### src/rtl/dct_pipe_ctrl_pkg.sv
// dct_pipe_ctrl_pkg: state codes, row tag width and counter-width helper for the DCT controller
package dct_pipe_ctrl_pkg;
  localparam int ROW_W = 3;
  typedef enum logic [1:0] {IDLE = 2'd0, RUN = 2'd1, DRAIN = 2'd2} state_t;
  function automatic int cnt_w(input int depth);
    return $clog2(depth + 1);
  endfunction
endpackage

### src/rtl/dct_pipe_ctrl_valid_sr.sv
// dct_valid_sr: LAT-deep shift of {valid, row tag} with synchronous clear
module dct_valid_sr #(
  parameter int LAT = 4,
  parameter int W = 3
) (
  input  logic           clk,
  input  logic           clr,
  input  logic           in_v,
  input  logic [W-1:0]   in_tag,
  output logic [LAT-1:0] vld,
  output logic [W-1:0]   out_tag
);
  logic [W-1:0] tag [LAT];
  always_ff @(posedge clk) begin
    if (clr) begin
      vld <= '0;
      for (int i = 0; i < LAT; i++) tag[i] <= '0;
    end else begin
      vld[0] <= in_v;
      tag[0] <= in_tag;
      for (int i = 1; i < LAT; i++) begin
        vld[i] <= vld[i-1];
        tag[i] <= tag[i-1];
      end
    end
  end
  assign out_tag = tag[LAT-1];
endmodule

### src/rtl/dct_pipe_ctrl.sv
// dct_pipe_ctrl: row sequencer for the free-running 8-point DCT pipeline with FIFO credit flow control.
// Define DCT_CTRL_STATS_EN to build the saturating row/stall counters.
module dct_pipe_ctrl
  import dct_pipe_ctrl_pkg::*;
#(
  parameter int LAT = 4,
  parameter int FIFO_DEPTH = 8,
  parameter int ROWS = 8
) (
  input  logic             clk,
  input  logic             reset,
  input  logic             en,
  input  logic             flush,
  input  logic             in_valid,
  output logic             in_ready,
  output logic             pipe_load,
  output logic [ROW_W-1:0] load_row,
  output logic             fifo_wr,
  output logic [ROW_W-1:0] fifo_wr_row,
  output logic             fifo_wr_last,
  output logic             out_valid,
  input  logic             out_ready,
  output logic             fifo_rd,
  output logic             busy,
  output logic [1:0]       state_o,
  output logic [31:0]      stat_rows,
  output logic [31:0]      stat_stall
);
  localparam int CW = cnt_w(FIFO_DEPTH);
  state_t state, state_nx;
  logic [CW-1:0] credit, fifo_cnt;
  logic [ROW_W-1:0] row;
  logic [LAT-1:0] vld;
  always_ff @(posedge clk) state <= reset ? IDLE : state_nx;
  always_comb begin
    state_nx = state == IDLE  ? (en ? RUN : IDLE) :
               state == RUN   ? (flush || !en ? DRAIN : RUN) :
               state == DRAIN ? (!(|vld) && fifo_cnt == '0 ? IDLE : DRAIN) : IDLE;
  end
  always_comb begin
    in_ready = state == RUN && credit != '0;
    busy = state != IDLE || |vld || fifo_cnt != '0;
    state_o = state;
  end
  assign pipe_load = in_valid & in_ready;
  assign load_row = row;
  assign out_valid = fifo_cnt != '0;
  assign fifo_rd = out_valid & out_ready;
  assign fifo_wr = vld[LAT-1];
  assign fifo_wr_last = fifo_wr && fifo_wr_row == ROW_W'(ROWS - 1);
  // The row counter is held at zero while idle, so any partial block restarts at row 0.
  always_ff @(posedge clk) begin
    if (reset) begin
      credit <= CW'(FIFO_DEPTH);
      fifo_cnt <= '0;
      row <= '0;
    end else begin
      credit <= credit + CW'(fifo_rd) - CW'(pipe_load);
      fifo_cnt <= fifo_cnt + CW'(fifo_wr) - CW'(fifo_rd);
      row <= state == IDLE ? '0 : pipe_load ? (row == ROW_W'(ROWS - 1) ? '0 : row + 1'b1) : row;
    end
  end
  dct_valid_sr #(.LAT(LAT), .W(ROW_W)) u_sr (
    .clk(clk),
    .clr(reset),
    .in_v(pipe_load),
    .in_tag(row),
    .vld(vld),
    .out_tag(fifo_wr_row)
  );
  always_ff @(posedge clk) if (!reset) assert (32'(credit) + $countones(vld) + 32'(fifo_cnt) == FIFO_DEPTH);
`ifdef DCT_CTRL_STATS_EN
  always_ff @(posedge clk) begin
    if (reset) begin
      stat_rows <= '0;
      stat_stall <= '0;
    end else begin
      if (pipe_load && !(&stat_rows)) stat_rows <= stat_rows + 1'b1;
      if (state == RUN && in_valid && !in_ready && !(&stat_stall)) stat_stall <= stat_stall + 1'b1;
    end
  end
`else
  assign stat_rows = '0;
  assign stat_stall = '0;
`endif
endmodule

### config.mk
export PLATFORM = sky130hd
export DESIGN_NAME = dct_pipe_ctrl
export DESIGN_NICKNAME = d
export VERILOG_FILES = /design/src/rtl/dct_pipe_ctrl_pkg.sv /design/src/rtl/dct_pipe_ctrl_valid_sr.sv /design/src/rtl/dct_pipe_ctrl.sv
export SDC_FILE = /design/constraint.sdc
export NUM_CORES = 1
export LEC_CHECK = 0
export ABC_AREA = 1
export CAP_MARGIN = 10
export CORE_MARGIN = 2
export CORE_UTILIZATION = 44
export CTS_CLUSTER_DIAMETER = 150
export DETAILED_ROUTE_END_ITERATION = 16
export HOLD_SLACK_MARGIN = 0.1
export PLACE_DENSITY = 0.87
export SYNTH_ARGS = -nofsm -noshare
export SYNTH_HDL_FRONTEND = slang
export SYNTH_SLANG_ARGS = --single-unit
### constraint.sdc
create_clock -name clk -period 3.7 [get_ports clk]
set_clock_uncertainty 0.05 [all_clocks]
set_input_delay 0.37 -clock clk [delete_from_list [all_inputs] [get_ports clk]]
set_output_delay 0.37 -clock clk [all_outputs]
set_load 0.1 [all_outputs]
# After elaboration in Yosys (flattened, before gate mapping)

Memories as Yosys holds them, arrays and structs flattened.
Index checks and enable logic that the tools add are counted.

Output and inout port bits: 79
Register bits after elaboration: 17
Memories: 1
RAM bits: 12
Input port bits: 6

Memory list:

| name     | words | bits a word | rd ports | clocked after Yosys merged registers in | write ports | line                         | text |
|---|---|---|---|---|---|---|---|
| u_sr.tag | 4     | 3           | 4        | 0                                       | 4           | dct_pipe_ctrl_valid_sr.sv:13 | `logic [W-1:0] tag [LAT];` |

Multiplexer cells: 14
Add/subtract/negate cells: 5
Equality and inequality tests: 4
Reduce and logical (&&, ||, !) cells: 15
Bitwise logic cells: 6

Operators with widths:

| operator                                            | number |
|---|---|
| 2-to-1 mux 3 bit                                    | 5 |
| 2-to-1 mux 2 bit                                    | 5 |
| adder 4 x 1 -> 4 bit                                | 2 |
| nonzero test 4 bit                                  | 2 |
| subtractor 4 x 1 -> 4 bit                           | 2 |
| equality test 3 bit, second input constant          | 2 |
| logical NOT 4 bit                                   | 1 |
| 2-to-1 mux 1 bit                                    | 4 |
| bitwise OR 1 bit                                    | 4 |
| OR reduction 4 bit                                  | 1 |
| adder 3 x 1 -> 3 bit, second input constant         | 1 |
| logical AND 1 bit                                   | 3 |
| logical OR 1 bit                                    | 3 |
| AND 1 bit                                           | 2 |
| equality test 2 x 1 -> 1 bit, second input constant | 1 |
| equality test 2 bit, second input constant          | 1 |
| logical NOT 1 bit                                   | 2 |
| logical NOT 2 bit                                   | 1 |
| nonzero test 2 bit                                  | 1 |
| OR reduction 2 bit                                  | 1 |

# Depth between registers and ports, before layout

Depth in word-level cells: 7
Gate-level depth with buffers: 12

# By module

Synthesis repeated with hierarchy kept, for this count alone.

Cell total of the unflattened synthesis: 227
Area, all modules: 1800.5 sq um

By module, submodules not included:

| module        | area each (sq um) | seq. area each (sq um) | cells an instance | times used |
|---|---|---|---|---|
| dct_pipe_ctrl | 1326.3            | 260.2                  | 177               | 1 |
| dct_valid_sr  | 474.2             | 320.3                  | 50                | 1 |

# Worst setup path after synthesis

Ideal clock, no wire load.

Path type: register -> register
From: register fifo_cnt[2]
To: register fifo_cnt[2]
Cell stages (with the launch flop): 13
Required time: 3.533 ns
Slack: -0.370 ns
Period minus slack after synthesis: 4.070 ns
Data arrival time: 3.903 ns
Setup time: 0.117 ns
Cell sequence: dfxtp_1 inv_1 ha_1 nand2_1 inv_1 nor2_1 ha_1 inv_1 ha_1 inv_1 fa_1 xor2_1 nor2_1

Word-level cells in the longest chain between the ends: 3
Elaborated cells on any way between the ends: 4

RTL lines:

| item                      | line                | text |
|---|---|---|
| start: declaration        | dct_pipe_ctrl.sv:31 | `logic [CW-1:0] credit, fifo_cnt;` |
| start signal: assignment  | dct_pipe_ctrl.sv:59 | `fifo_cnt <= fifo_cnt + CW'(fifo_wr) - CW'(fifo_rd);` |
| nonzero test 4 bit        | dct_pipe_ctrl.sv:47 | `assign out_valid = fifo_cnt != '0;` |
| named net out_valid       | dct_pipe_ctrl.sv:21 | `output logic out_valid,` |
| AND 1 bit                 | dct_pipe_ctrl.sv:48 | `assign fifo_rd = out_valid & out_ready;` |
| named net fifo_rd         | dct_pipe_ctrl.sv:23 | `output logic fifo_rd,` |
| subtractor 4 x 1 -> 4 bit | dct_pipe_ctrl.sv:59 |  |

The timed path passes the listed nets, and every way through them passes these cells.
A chain may end at the register's enable or synchronous reset.

# Worst setup path after layout

From: register fifo_cnt[2]
To: output port busy

Word-level cells in the longest chain between the ends: 2

RTL lines:

| item               | line                | text |
|---|---|---|
| nonzero test 4 bit | dct_pipe_ctrl.sv:42 | `busy = state != IDLE \|\| \|vld \|\| fifo_cnt != '0;` |
| logical OR 1 bit   | dct_pipe_ctrl.sv:42 |  |
| end: declaration   | dct_pipe_ctrl.sv:24 | `output logic busy,` |

No other way between the ends.

==> impl_metrics.ini <==
[logic_synthesis]
synth_common_cells = 64 x buf_4, 41 x inv_1, 35 x nor2_1
synth_edf_count = 0
synth-main-ff-cell = dfxtp_1
post-synth-top-count-cell = buf_4
synth_area_leaders = dfxtp_1 33%, buf_4 27%, inv_1 8.7%
synth_cells = 226
yosysTopAreaCellShare_pct = 32.7
synth-seq-cells = 29
synth_area_sq_um = 1770
yosysSeqAreaShare_pct = 32.7
synth_area_leader_cell = dfxtp_1
avgSynthCellArea_sq_um = 7.84
ys_warn_count = 0
ys_types = 21
async_reset_ff_share_pct = 0

[sta]
slew_headroom_pct = 34.8
clock.fmax_ghz = 0.376
finalHoldViolCount = 0
worst_pin_slew_ns = 0.974
tns_ns = 0
period_minus_slack_ns = 2.66
drv_slew = 0
rsz0062_at_grt = false
timing.hold.ws_ns = 0.349
fin_crit_sh_pct = 71.9
setup_violations = 0

[worst_setup_path]
cp_max_fo = 3
startpoint_type = flip-flop
endpoint_kind = output pin
crit_required_ns = 3.28
timing.setup.critical_path_class = reg -> out
worstPathArrival_ns = 2.24

[detailed_routing]
drtPass1Iterations = 4
wire_per_inst_um = 8.45
vias = 1154
remaining_drc_errors = 0
vias_per_cell = 3.85
drt_wl_total_um = 2540
antenna_left = 0
drt_iter0_drc = 14

[grt]
grt_pass1_wl_um = 3950
grt_use_total_pct = 11.7
gr-total-overflow = 0
grt_pass1_vias = 995
grt_max_degree = 25
grt_antenna_before_repair = 0

[final_layout]
multi_input_area_sq_um = 772
seqCellArea_sq_um = 581
n_fill_cell = 391
num_antenna_cells = 0
num-nets-final = 270
syn_to_final_growth_pct = 5.22
drive_gt1_share_pct = 6.00

[run_status]
status = finished clean

[floorplan]
core_area_sq_um = 3940
die_height_um = 67.5
die-area_sq_um = 4550
rows = 23
start_util_pct = 45.0
die_w_um = 67.5
ioPinCount = 85

[cts]
cts_max_level = 2
cts_root_buf = clkbuf_8
clock_sinks = 29
postCtsSetupBuffers = 0
post_cts_resize_count = 0
cts.clk_slew.worst_paths_ns = 0.06
clk_latency_ns = 0.27
cts_buffers = 5
ctsHoldBuffers = 0
cts_buffer_depth = 2
cts_tree = yes

[min_path]
hold_path.class = reg -> reg

[pwr]
leakagePower_nw = 0.942
peakVddDrop_mv = 0.388
power.density_nw_per_um2 = 786

[flow_run]
cap_violations = 0

[placed_design]
io_buffers = 20
hpwl_um = 2060
place_congestion = 0.803
[power by group]
group | switching, mW | internal [mW]
Clock | 0.106 | 0.147
Combinational | 0.659 | 0.174
Sequential | 0.0238 | 0.356
[layer usage]
| metal | routed length, um | share of wire [%] | track usage, % |
|---|---|---|---|
| met2 | 1310 | 52 | 20.6 |
| met1 | 987 | 39 | 11.8 |
| met3 | 172 | 6.8 | 4.00 |
| met4 | 63 | 2.5 | 7.14 |
| met5 | 0 | 0 | 0 |
[per-stage QoR]
stage | setup WS [ns] | util [%] | area, sq um | power, mW | instances
finish | 1.04 | 47.3 | 1870 | 1.47 | 300
global route | 0.958 | 47.3 | 1870 | 1.55 | 300
CTS | 1.01 | 47.3 | 1870 | 1.48 | 300
detailed placement | 1.28 | 45.1 | 1780 | 1.22 | 293
global placement | 1.30 | 45.1 | 1780 | 1.20 | 293
floorplan | 0.156 | - | 2010 | 1.16 | 289
[cells in the final DEF, fill, tap and decap left out, types with 2 or more instances in the layout]
cell type and n:
conb_1 64, inv_1 41, nor2_1 34, dfxtp_1 29
clkdlybuf4s50_1 18, nand2_1 13, ha_1 12, nand3_1 6
clkbuf_8 6, a21oi_1 5, nand4_1 3, clkinv_1 2
inv_2 2, nor2_4 2, o21ai_1 2, fa_1 2
buf_4 2
[flip-flops by register name, summed over array words and instances (netlist names)]
| name | count |
|---|---|
| u_sr.vld | 4 |
| credit | 4 |
| fifo_cnt | 4 |
| load_row | 3 |
| state_o | 2 |
| u_sr.tag | 12 |
[final timing paths]
path / start / to / slack [ns] / cells after the start
setup / recovery: fifo_cnt[2] / busy / 1.04 / 6
hold / removal: u_sr.tag[1][0] / u_sr.tag[2][0] / 0.35 / 2
hold reg to reg: u_sr.tag[1][0] / u_sr.tag[2][0] / 0.35 / 2
setup reg to reg: credit[2] / credit[2] / 1.52 / 11
[critical path: stages (launching register included)]
cell and delay [ns]:
dfxtp_1 0.32, inv_1 0.06, ha_1 0.19, nand2_1 0.12
inv_1 0.08, nand4_1 0.07, clkdlybuf4s50_1 1.13
[final cells by class]
type                    instances  area share, %
clock buffers                   7           4.63
inverters                      45           9.05
well taps                      50           3.35
repair buffers                 20           10.5
multi-input cells             149           41.4
flip-flops and latches         29           31.1
[cells by family (layout without fill, tap and decap cells)]
logic type	count (synthesis)	after routing	synth area share (%)
buffers and inverters	111	72	37.2
and+or+nand+nor	62	62	16.2
DFF	29	29	32.7
adders and majority gates	14	14	10.7
AOI/OAI and AO/OA	7	7	1.98
xor gates and xnor gates	2	2	0.988
other	1	64	0.212
No activity file was read; power rests on OpenSTA's default activity.
